===== src/rtl/uart_txfsm_if.sv =====
// Tx FIFO read handshake: the FIFO side is the slave, the transmit engine is the master.
interface uart_txfsm_if;
    logic       tx_fifo_empty;
    logic [7:0] tx_fifo_rd_data;
    logic       tx_fifo_rd_en;

    modport master (
        input  tx_fifo_empty,
        input  tx_fifo_rd_data,
        output tx_fifo_rd_en
    );

    modport slave (
        output tx_fifo_empty,
        output tx_fifo_rd_data,
        input  tx_fifo_rd_en
    );
endinterface


===== src/rtl/uart_txfsm.sv =====
// UART transmit engine: pops bytes from the Tx FIFO and serialises start/data/parity/stop bits
// with a 16x baud divider. Optional line-break support is built when UART_TX_BREAK_EN is defined.
module uart_txfsm #(
    parameter int unsigned DIV_W = 12
) (
    input  logic             mclk,
    input  logic             reset_n,
    input  logic             cfg_tx_enable,
    input  logic             cfg_tx_stop_bit,
    input  logic [1:0]       cfg_pri_mod,
    input  logic [DIV_W-1:0] cfg_baud_16x,
`ifdef UART_TX_BREAK_EN
    input  logic             cfg_tx_break,
`endif
    uart_txfsm_if.master     fifo,
    output logic             so,
    output logic             tx_busy
);

    typedef enum logic [2:0] {IDLE, START, DATA, PARITY, STOP1, STOP2} state_t;

    state_t           state, state_nxt;
    logic [DIV_W-1:0] div_cnt, div_nxt;
    logic [3:0]       tick_cnt, tick_nxt;
    logic [2:0]       bit_idx, bit_idx_nxt;
    logic [7:0]       shift, shift_nxt;
    logic             par_bit, par_nxt;
    logic             par_en, par_en_nxt;
    logic             stop2, stop2_nxt;
    logic             so_nxt;
    logic             pop;
    logic             tick16, bit_end;
    logic             hold_pop, idle_level;

`ifdef UART_TX_BREAK_EN
    // brk_q keeps pops off for one cycle after break release so the line shows a high mark first.
    logic brk_q;

    always_ff @(posedge mclk or negedge reset_n) begin
        if (!reset_n) brk_q <= 1'b0;
        else          brk_q <= cfg_tx_break;
    end

    assign hold_pop   = cfg_tx_break | brk_q;
    assign idle_level = ~cfg_tx_break;
`else
    assign hold_pop   = 1'b0;
    assign idle_level = 1'b1;
`endif

    assign tick16  = (div_cnt == cfg_baud_16x);
    assign bit_end = tick16 && (tick_cnt == 4'd15);

    // Pop strobe is combinational in IDLE; gating with reset_n keeps it low throughout reset.
    assign fifo.tx_fifo_rd_en = pop & reset_n;

    always_comb begin
        state_nxt   = state;
        div_nxt     = div_cnt;
        tick_nxt    = tick_cnt;
        bit_idx_nxt = bit_idx;
        shift_nxt   = shift;
        par_nxt     = par_bit;
        par_en_nxt  = par_en;
        stop2_nxt   = stop2;
        pop         = 1'b0;
        so_nxt      = 1'b1;

        if (state != IDLE) begin
            div_nxt = tick16 ? '0 : div_cnt + 1'b1;
            if (tick16) tick_nxt = tick_cnt + 1'b1;
        end

        case (state)
            IDLE: begin
                div_nxt     = '0;
                tick_nxt    = '0;
                bit_idx_nxt = '0;
                if (cfg_tx_enable && !fifo.tx_fifo_empty && !hold_pop) begin
                    pop        = 1'b1;
                    shift_nxt  = fifo.tx_fifo_rd_data;
                    stop2_nxt  = cfg_tx_stop_bit;
                    par_en_nxt = (cfg_pri_mod == 2'd1) || (cfg_pri_mod == 2'd2);
                    par_nxt    = (cfg_pri_mod == 2'd2) ? ~^fifo.tx_fifo_rd_data
                                                       :  ^fifo.tx_fifo_rd_data;
                    state_nxt  = START;
                end
            end
            START: begin
                if (bit_end) begin
                    state_nxt   = DATA;
                    bit_idx_nxt = '0;
                end
            end
            DATA: begin
                if (bit_end) begin
                    bit_idx_nxt = bit_idx + 1'b1;
                    if (bit_idx == 3'd7) state_nxt = par_en ? PARITY : STOP1;
                end
            end
            PARITY: if (bit_end) state_nxt = STOP1;
            STOP1:  if (bit_end) state_nxt = stop2 ? STOP2 : IDLE;
            STOP2:  if (bit_end) state_nxt = IDLE;
            default: state_nxt = IDLE;
        endcase

        // so is registered from the next state so the line level lines up with the state register.
        case (state_nxt)
            IDLE:    so_nxt = idle_level;
            START:   so_nxt = 1'b0;
            DATA:    so_nxt = shift_nxt[bit_idx_nxt];
            PARITY:  so_nxt = par_nxt;
            default: so_nxt = 1'b1;
        endcase
    end

    always_ff @(posedge mclk or negedge reset_n) begin
        if (!reset_n) begin
            state    <= IDLE;
            div_cnt  <= '0;
            tick_cnt <= '0;
            bit_idx  <= '0;
            shift    <= '0;
            par_bit  <= 1'b0;
            par_en   <= 1'b0;
            stop2    <= 1'b0;
            so       <= 1'b1;
            tx_busy  <= 1'b0;
        end else begin
            state    <= state_nxt;
            div_cnt  <= div_nxt;
            tick_cnt <= tick_nxt;
            bit_idx  <= bit_idx_nxt;
            shift    <= shift_nxt;
            par_bit  <= par_nxt;
            par_en   <= par_en_nxt;
            stop2    <= stop2_nxt;
            so       <= so_nxt;
            tx_busy  <= (state_nxt != IDLE);
        end
    end

endmodule


===== src/flat_wrapper.sv =====
// flat-port wrapper written by rule: the top's interface ports become plain ports
module uart_txfsm_flat 
#(
    parameter int unsigned DIV_W = 12
)
  (mclk, reset_n, cfg_tx_enable, cfg_tx_stop_bit, cfg_pri_mod, cfg_baud_16x, so, tx_busy, fifo_tx_fifo_empty, fifo_tx_fifo_rd_data, fifo_tx_fifo_rd_en);
  uart_txfsm_if fifo_i ();
  input  logic mclk;
  input  logic reset_n;
  input  logic cfg_tx_enable;
  input  logic cfg_tx_stop_bit;
  input  logic [1:0] cfg_pri_mod;
  input  logic [DIV_W-1:0] cfg_baud_16x;
  output logic so;
  output logic tx_busy;
  input wire logic [$bits(fifo_i.tx_fifo_empty)-1:0] fifo_tx_fifo_empty;
  input wire logic [$bits(fifo_i.tx_fifo_rd_data)-1:0] fifo_tx_fifo_rd_data;
  output wire logic [$bits(fifo_i.tx_fifo_rd_en)-1:0] fifo_tx_fifo_rd_en;
  assign fifo_i.tx_fifo_empty = fifo_tx_fifo_empty;
  assign fifo_i.tx_fifo_rd_data = fifo_tx_fifo_rd_data;
  assign fifo_tx_fifo_rd_en = fifo_i.tx_fifo_rd_en;
  uart_txfsm #(.DIV_W(DIV_W)) u_core (.mclk(mclk), .reset_n(reset_n), .cfg_tx_enable(cfg_tx_enable), .cfg_tx_stop_bit(cfg_tx_stop_bit), .cfg_pri_mod(cfg_pri_mod), .cfg_baud_16x(cfg_baud_16x), .fifo(fifo_i), .so(so), .tx_busy(tx_busy));
endmodule

===== config.mk =====
export PLATFORM = sky130hd
export DESIGN_NAME = uart_txfsm_flat
export DESIGN_NICKNAME = d
export VERILOG_FILES = /design/src/rtl/uart_txfsm_if.sv /design/src/rtl/uart_txfsm.sv /design/src/flat_wrapper.sv
export SDC_FILE = /design/constraint.sdc
export NUM_CORES = 1
export LEC_CHECK = 0
export ABC_AREA = 1
export CORE_MARGIN = 1.5
export CORE_UTILIZATION = 28
export CTS_BUF_LIST = sky130_fd_sc_hd__clkbuf_2
export CTS_CLUSTER_SIZE = 40
export DETAILED_ROUTE_END_ITERATION = 6
export GPL_TIMING_DRIVEN = 0
export SLEW_MARGIN = 15
export SYNTH_ARGS = -nofsm -noshare
export SYNTH_HDL_FRONTEND = slang
export SYNTH_SLANG_ARGS = --single-unit
export TNS_END_PERCENT = 30

===== constraint.sdc =====
create_clock -name mclk -period 2.9 [get_ports mclk]
set_input_delay 0.58 -clock mclk [delete_from_list [all_inputs] [get_ports mclk]]
set_output_delay 0.58 -clock mclk [all_outputs]
set_load 0.03 [all_outputs]

Word level (Yosys, flattened, before mapping). Index checks and enable logic that the tools add are counted.

Register bits: 35. Input bits: 27. Output and inout bits: 3. Logic and storage cells: 70.

$add $sub $neg: 3. Magnitude comparators: 1. Equality and inequality tests: 13. Multiplexer cells: 29. Bitwise logic cells: 1. Reduce and logical (&&, ||, !) cells: 13.

Operator list (number): $mux W12 (3); $mux W3 (11); $pmux W3 S6 (1); $mux W8 (2); $add A12 B1 Y12 const B (1); $eq A12 B12 Y1 (1); $eq A3 B2 Y1 const B (4); $mux W4 (3); $eq A3 B3 Y1 const B (3); $pmux W3 S3 (1); $reduce_xnor A8 Y1 (1); $reduce_xor A8 Y1 (1); $eq A3 B1 Y1 const B (2); $mux W1 (6); $reduce_bool A3 Y1 (2); $add A4 B1 Y4 const B (1); $eq A4 B4 Y1 const B (1); $lt A3 B4 Y1 const B (1); $reduce_and A2 Y1 (2); $reduce_bool A2 Y1 (2); $add A3 B1 Y3 const B (1); $bmux W1 S3 (1); $logic_not A3 Y1 (1); $pmux W1 S3 (1); 6 further kinds (7).

Longest topological paths before layout. Gate-level depths: netlist (run 1).

Depth in word-level cells: 7. Depth in mapped cells: 19. Mapped depth without buffers: 19.

Least setup slack after synthesis (run 1). No wires, ideal clock.

Path kind: input port to flip-flop. From: in cfg_baud_16x[11]. To: reg u_core.so. Setup time: 0.082 ns. Arrival: 2.155 ns. Data required time: 2.818 ns. Path slack: 0.663 ns. Cell stages on the path: 17. Path buffers: 0. Cell sequence: inv_1 > or2_2 > nand4_1 > nor2_1 > nand3_4 > ha_1 > inv_1 > nand2_1 > nand3_1 > o21ai_2 > nand2_1 > o21ai_0 > inv_1 > nand3_1 > nand3_1 > nand3_1 > nand3_1.

Cells in the longest elaborated chain, start to end: 7. Elaborated cells on any way between the ends: 17. Classes of those cells: 4 x eq/ne; 12 x mux; 1 x reduce/logical.

Ends and longest elaborated chain: start, declared (RTL line flat_wrapper.sv:13) `input logic [DIV_W-1:0] cfg_baud_16x;`; $eq A12 B12 Y1 (*) (RTL line uart_txfsm.sv:51) `assign tick16 = (div_cnt == cfg_baud_16x);`; $logic_and A1 B1 Y1 (*) (RTL line uart_txfsm.sv:52) `assign bit_end = tick16 && (tick_cnt == 4'd15);`; $mux W3 (on tied branches) (RTL line uart_txfsm.sv:96, uart_txfsm.sv:90); $pmux W3 S3 (RTL line uart_txfsm.sv:74) `case (state)`; $bmux W1 S3 (RTL line uart_txfsm.sv:111) `DATA: so_nxt = shift_nxt[bit_idx_nxt];`; $mux W1 (implied by the code) (RTL line uart_txfsm.sv:111); $pmux W1 S3 (*) (RTL line uart_txfsm.sv:108) `case (state_nxt)`; via u_core.so_nxt (RTL line uart_txfsm.sv:30) `logic so_nxt;`; end signal, assigned (RTL line uart_txfsm.sv:138) `so <= so_nxt;`; end, declared (RTL line uart_txfsm.sv:16) `output logic so,`.

The timed path passes the listed nets; every way through them passes the cells marked *. The select of a mux whose other input is x is not followed. A chain may end at the register's enable or synchronous reset.

Worst setup path after layout (run 1).
From: in cfg_tx_enable. To: out fifo_tx_fifo_rd_en.

Cells in the longest elaborated chain, start to end: 4.

Ends and longest elaborated chain: start, declared (RTL line flat_wrapper.sv:10) `input logic cfg_tx_enable;`; $logic_and A1 B1 Y1 (RTL line uart_txfsm.sv:79) `if (cfg_tx_enable && !fifo.tx_fifo_empty && !hold_pop) begin`; $mux W1 (RTL line uart_txfsm.sv:79); $mux W1 (RTL line uart_txfsm.sv:74); $and A1 B1 Y1 (RTL line uart_txfsm.sv:55) `assign fifo.tx_fifo_rd_en = pop & reset_n;`; end, declared (RTL line flat_wrapper.sv:18) `output wire logic [$bits(fifo_i.tx_fifo_rd_en)-1:0] fifo_tx_fifo_rd_en;`.

Every way passes these cells.

==> results.cfg, run 1 <==
[layout]
postLayoutCoreUtil = 0.356
final_net_count = 360
post_route_cells_drive_above_1_share = 0.0976
combined_area_of_the_multi_input_logic_cells_um2 = 1040
seqCellArea_um2 = 877
layout-area-overhead-vs-synth_pct = 22.4
antenna_diode_count = 0
fill_cell_total_of_the_finished_layout = 791

[die]
die-height_um = 90.0
floorplan.core_area_um2 = 7290
starting_utilization_of_the_core_area = 0.291
rows = 31
fp.dieArea_um2 = 8100
io_pins = 30
die_w_um = 90.0

[worst_setup_path]
critical-path-top-delay-family = buffers and inverters
critical_path.cell_chain = clkdlybuf4s50_1, inv_1, nor2_2, nand2_2, buf_2, nor2_1, clkbuf_2
timing.critical_path.slowest_cell_delay_ns = 0.45
worstPathBufferInverterCount = 4
slowest_stage = sky130_fd_sc_hd__clkdlybuf4s50_1
r2r-start = u_core.div_cnt[3]$_DFF_PN0_
setup.worst_path.start = cfg_tx_enable
worstPathRequired_ns = 2.32
path_class = in2out
crit_path_max_fanout = 10
start_kind = input port
cp.arrival_ns = 2.02
worstSetupEndpointType = output pin

[pwr]
static_leakage_uw = 0.00129
netSwitchingPower_uw = 341
switching_share = 0.323
fin_total_pwr_uw = 1060
clockPowerShare = 0.206
seq_power_share = 0.555
intPower_uw = 715
power.density_nw_per_um2 = 407
combinationalPowerShare = 0.240
irDropWorstVdd_uv = 131

[logic_synthesis]
synth.area.mux_share = 0.0106
synthMostInstantiatedCell = sky130_fd_sc_hd__nand2_1
yosys.area.top_type = sky130_fd_sc_hd__dfrtp_1
synth.area.top_cells = sky130_fd_sc_hd__dfrtp_1 (40%), sky130_fd_sc_hd__nand2_1 (15%), sky130_fd_sc_hd__inv_1 (7.4%)
synth_nets = 322
postSynth.asyncResetShare = 1.00
post_synthesis_sequential_area_ratio = 0.414
synthesis.area_um2 = 2120
synth_top_cells_by_count = sky130_fd_sc_hd__nand2_1 (82), sky130_fd_sc_hd__inv_1 (42), sky130_fd_sc_hd__dfrtp_1 (34), sky130_fd_sc_hd__nor2_1 (30), sky130_fd_sc_hd__nand3_1 (20)
synth-edff-count = 0
combinational_family_with_the_most_area_after_synthesis = simple AND/OR/NAND/NOR gates
yosys_most_used_dff = sky130_fd_sc_hd__dfrtp_1
synthXorXnorAreaFrac = 0.0496
synth_cell_type_count = 34
synth_compound_gate_area_share = 0.0697
netlist.area_leader.share = 0.401
syn_avg_cell_area_um2 = 7.33
simple_gate_share_of_the_synthesized_area = 0.324
yosys.area_share.adder = 0.0354
synth.ff_latch_count = 35
yosysWarningCount = 0
syn_inst = 289

[placed_design]
place_worst_setup_slack_ns = -0.342
post-dp-hpwl_mm = 3.26
last_weighted_congestion_value_of_the_routability_driven_placer = 0.882
portBuffers = 29

[global_route]
grt_max_degree = 32
via_count_of_the_first_global_routing_pass = 1742
grt_usage = 0.113
grt_first_pass_wirelength_mm = 7.43
number_of_antenna_violations_at_the_first_check_in_global_routing = 0
globalRouteOverflowTotal = 0

[sta]
period_share = 0.897
fin_tns_setup_ns = 0
finalSetupViolations = 0
max-slew-margin-rel = 0.666
final_hold_viol_count = 0
max_clock_freq_mhz = 385
postLayoutSetupSlackWorst_ns = 0.300
timing.hold.ws_ns = 0.487
rsz0062_at_grt = no
maxSlewViolCount = 0
worstMarginPinSlew_ns = 0.497
min_period_ns = 2.60
finalClockSkew_ns = 0.0127

[run_status]
run_status = finished clean

[clock_tree]
clkTransAtPathRegs_ns = 0.17
cts_sinks = 35
numCtsBuffers = 5
worst_skew_pair.late_latency_ns = 0.38
cts_root_buffer = sky130_fd_sc_hd__clkbuf_2
cts_tree = yes
htreeDepth = 2
ctsLongestPathBuffers = 2

[routing]
route.detailed.drc = 0
antenna_violating_nets_post_route = 0
detail_route.wirelength_mm = 4.20
wire_per_inst_um = 9.82
firstDrtPassIters = 4
via_to_cell_ratio = 4.28
initialDrtViolationCount = 88
vias = 1828

[job]
max-cap-violations = 0

[hold_path]
worst_hold_path_type = reg2reg
min_from = u_core.shift[3]$_DFF_PN0_
[per-layer routing]
metal | GRT usage | wire length, µm | up-vias
li1 | - | - | 978
met1 | 0.135 | 1980 | 809
met2 | 0.191 | 1950 | 36
met3 | 0.0338 | 215 | 5
met4 | 0.0397 | 52 | 0
met5 | 0 | 0 | -
[cells by family after synthesis]
kind of cell	after synthesis
and+or+nand+nor	156
adders and majority gates	6
buffers and inverters	53
DFF	35
AOI/OAI and AO/OA	25
xor gates and xnor gates	12
muxes	2
[cell type report]
class	count	share of cell area
inverters	51	0.0757
plain buffers	2	0.00338
flip-flops and latches	35	0.338
well taps	99	0.0478
repair buffers	31	0.120
multi-input cells	201	0.401
clock inverters	2	0.00289
clock buffers	6	0.0116
[state kept, by name, summed over array words and instances, names as in the netlist]
signal	flops
u_core.bit_idx	3
u_core.div_cnt	12
u_core.par_bit	1
u_core.par_en	1
u_core.shift	8
u_core.so	1
u_core.state	3
u_core.stop2	1
u_core.tick_cnt	4
u_core.tx_busy	1
[per-stage QoR]
step / area (µm²) / std cells
detailed placement: 2550 / 418
global placement: 2530 / 417
finish: 2590 / 427
floorplan: 2120 / 289
global route: 2590 / 427
CTS: 2600 / 427
[cells in the final DEF, fill, tap and decap left out, drive strengths merged, types with 6 or more instances in the layout]
| cell | instances |
|---|---|
| o21ai | 15 |
| clkbuf | 8 |
| ha | 6 |
| nand3 | 22 |
| clkdlybuf4s50 | 27 |
| dfrtp | 34 |
| xnor2 | 7 |
| nand2 | 84 |
| a21oi | 6 |
| nor3 | 8 |
| nor2 | 33 |
| inv | 49 |
[worst min-delay path, delay by kind of cell, from the launching register on]
family        cells  cell delay (ns)
flops             1             0.36
simple gates      2             0.11
[timing repair]
item / CTS / global route
gates cloned: 0 / 0
endpoints found under the setup margin: 1 / 1
buffers inserted: 0 / 0
endpoints found under the hold margin: 5 / 0
hold buffers: 1 / 0
resized for setup: 2 / 2
[final timing paths]
path	endpoint	slack, ns	depth (start not counted)
worst max-delay path	fifo_tx_fifo_rd_en	0.30	7
worst min-delay path	u_core.shift[3]$_DFF_PN0_	0.49	2
worst max register to register	u_core.so$_DFF_PN1_	0.52	19
worst min register to register	u_core.shift[3]$_DFF_PN0_	0.49	2
max in group asynchronous	u_core.so$_DFF_PN1_	1.87	3
min in group asynchronous	u_core.div_cnt[4]$_DFF_PN0_	0.54	2
[power groups by stage]
stage / Sequential (µW) / Clock [µW] / Combinational [µW]
4_1_cts: 585 / 229 / 256
3_5_place_dp: 595 / 0 / 254
3_3_place_gp: 594 / 0 / 244
6_report: 586 / 217 / 253
2_1_floorplan: 585 / 0 / 174
5_1_grt: 594 / 247 / 294
(Power assumes the default switching activity.)
==> run 2: changes to the inputs <==
Settings changed: CAP_MARGIN set to 0.
==> results of run 2 <==
Same layout as run 1: the final DEF is identical, and so are final timing and power.
==> run 3: changes to the inputs <==
Settings changed: CTS_BUF_LIST sky130_fd_sc_hd__clkbuf_2 to sky130_fd_sc_hd__clkbuf_4.
==> run 3 against run 2 <==
  * Worst setup slack about the same
  * Global-route usage is essentially flat
  * Non-clock buffer count increased by 2
  * Critical path depth did not move
  * Core utilization up 0.48 points
  * Clock power rose by 21%
  * Routed wire length up 1.8%
  * Clock-buffer cell count unchanged
  * Clock skew decreased by 0.0035 ns
  * Power is 4.2% higher
  * Critical path type unchanged
  * Critical endpoint unchanged
==> results.cfg, run 3 (synthesis results as in run 1) <==
[pwr]
power.density_nw_per_um2 = 419
seq_power_share = 0.532
clockPowerShare = 0.239
switching_share = 0.314
fin_total_pwr_uw = 1100
irDropWorstVdd_uv = 137
intPower_uw = 755
static_leakage_uw = 0.00130
combinationalPowerShare = 0.229
netSwitchingPower_uw = 346

[layout]
mostFrequentLayoutCell = sky130_fd_sc_hd__nand2_1
final_instance_count_without_filler_cells = 429
layout-area-overhead-vs-synth_pct = 24.0
regMostFlops = u_core.div_cnt
largest_registers = u_core.div_cnt: 12 flops, u_core.shift: 8 flops, u_core.tick_cnt: 4 flops
post_route_cells_drive_above_1_share = 0.106
antenna_diode_count = 0
fill_cell_total_of_the_finished_layout = 792
largest_register_ffs = 12
final_net_count = 362
layout_common_cells = sky130_fd_sc_hd__nand2_1 (82), sky130_fd_sc_hd__inv_1 (42), sky130_fd_sc_hd__dfrtp_1 (34)
design_area_um2 = 2630

[worst_setup_path]
r2r-start = u_core.div_cnt[3]$_DFF_PN0_
r2r_end = u_core.so$_DFF_PN1_
path_class = in2out
worst_r2r_path_depth = 19
start_kind = input port
worst-r2r-setup-slack_ns = 0.62
crit_path_max_fanout = 10
worstPathRequired_ns = 2.32
cp.arrival_ns = 2.02
worstSetupEndpointType = output pin

[routing]
via_to_cell_ratio = 4.30
vias = 1843
wire_per_inst_um = 9.95
antenna_violating_nets_post_route = 0
initialDrtViolationCount = 72
route.detailed.drc = 0
firstDrtPassIters = 4
detail_route.wirelength_mm = 4.27

[placed_design]
portBuffers = 29
post-dp-hpwl_mm = 3.26
last_weighted_congestion_value_of_the_routability_driven_placer = 0.882
placedCellCount = 418
dpl-instance-area_um2 = 2550

[sta]
max-slew-margin-rel = 0.673
max_clock_freq_mhz = 385
finalClockSkew_ns = 0.00925
maxSlewViolCount = 0
worstMarginPinSlew_ns = 0.487
timing.hold.ws_ns = 0.0445
final_hold_viol_count = 0
min_period_ns = 2.60
rsz0062_at_grt = no
finalSetupViolations = 0
period_share = 0.896

[die]
rows = 31
die-height_um = 90.0
fp.dieArea_um2 = 8100
starting_utilization_of_the_core_area = 0.291
die_w_um = 90.0
floorplan.core_area_um2 = 7290
io_pins = 30

[hold_path]
worst_hold_path_type = in2async

[clock_tree]
postCtsHoldBufs = 0
ctsLongestPathBuffers = 2
numCtsBuffers = 5
worst_skew_pair.late_latency_ns = 0.35
htreeDepth = 2
cts_root_buffer = sky130_fd_sc_hd__clkbuf_4
cts_sinks = 35
clkTransAtPathRegs_ns = 0.10
cts_tree = yes

[global_route]
number_of_antenna_violations_at_the_first_check_in_global_routing = 0
grt_usage = 0.113
globalRouteOverflowTotal = 0
grt_first_pass_wirelength_mm = 7.42
via_count_of_the_first_global_routing_pass = 1746
grt_max_degree = 32

[run_status]
run_status = finished clean

[job]
max-cap-violations = 0
## run 3: cell count changes in the layout (fill, tap and decap cells not counted)
cell	previous run	this run
sky130_fd_sc_hd__o21ai_1	0	1
sky130_fd_sc_hd__buf_4	0	3
sky130_fd_sc_hd__o21ai_4	0	1
sky130_fd_sc_hd__o21ai_2	2	1
sky130_fd_sc_hd__o21ai_0	13	12
sky130_fd_sc_hd__dlygate4sd3_1	1	0
sky130_fd_sc_hd__clkbuf_2	7	1
sky130_fd_sc_hd__clkbuf_4	0	6
## run 3: what timing repair did
action                                  CTS  global route
endpoints found under the setup margin    1             2
setup buffers                             0             3
hold endpoints to repair                  0             0
gates cloned                              0             0
gates resized for setup                   2             4
## run 3: power groups by stage
stage               Combinational [µW]  Sequential, µW  Clock [µW]
floorplan                          174             585           0
global placement                   244             594           0
detailed placement                 254             595           0
CTS                                255             585         271
global route                       293             594         290
finish                             252             586         263
## run 3: layout make-up
cell class	count	area (µm²)	share of cell area
Multi-Input combinational cell	201	1050	0.398
Tap cell	99	124	0.0471
Buffer	2	8.76	0.00333
Timing Repair Buffer	33	323	0.123
Clock buffer	6	45.0	0.0171
Sequential cell	35	877	0.334
Inverter	51	196	0.0747
Clock inverter	2	7.51	0.00286
## run 3: how the worst max path moves through the flow
stage	startpoint	to	cells after the start
after floorplan	cfg_baud_16x[11]	u_core.so$_DFF_PN1_	17
after global placement	reset_n	fifo_tx_fifo_rd_en	4
after detailed placement	cfg_tx_enable	fifo_tx_fifo_rd_en	7
after CTS	cfg_tx_enable	fifo_tx_fifo_rd_en	7
after global routing	cfg_baud_16x[3]	u_core.so$_DFF_PN1_	20
final	cfg_tx_enable	fifo_tx_fifo_rd_en	7
## run 3: worst max-delay path, stage by stage
cell and delay, ns:
sky130_fd_sc_hd__clkdlybuf4s50_1 0.45, sky130_fd_sc_hd__inv_1 0.04, sky130_fd_sc_hd__nor2_2 0.22, sky130_fd_sc_hd__nand2_2 0.16
sky130_fd_sc_hd__buf_2 0.23, sky130_fd_sc_hd__nor2_1 0.12, sky130_fd_sc_hd__clkbuf_2 0.21
## run 3: per-layer routing
metal,vias up,wire [µm],track usage
met2,41,1990,0.188
met1,813,1990,0.134
met3,5,227,0.0372
li1,984,-,-
met5,-,0,0
met4,0,65,0.0450
## run 3: per-stage QoR
step	setup TNS, ns	worst slack (ns)	util
floorplan	0	0.663	-
global placement	-0.990	-0.893	0.347
detailed placement	-0.447	-0.342	0.350
CTS	0	0.0786	0.357
global route	0	0.0473	0.361
finish	0	0.300	0.361
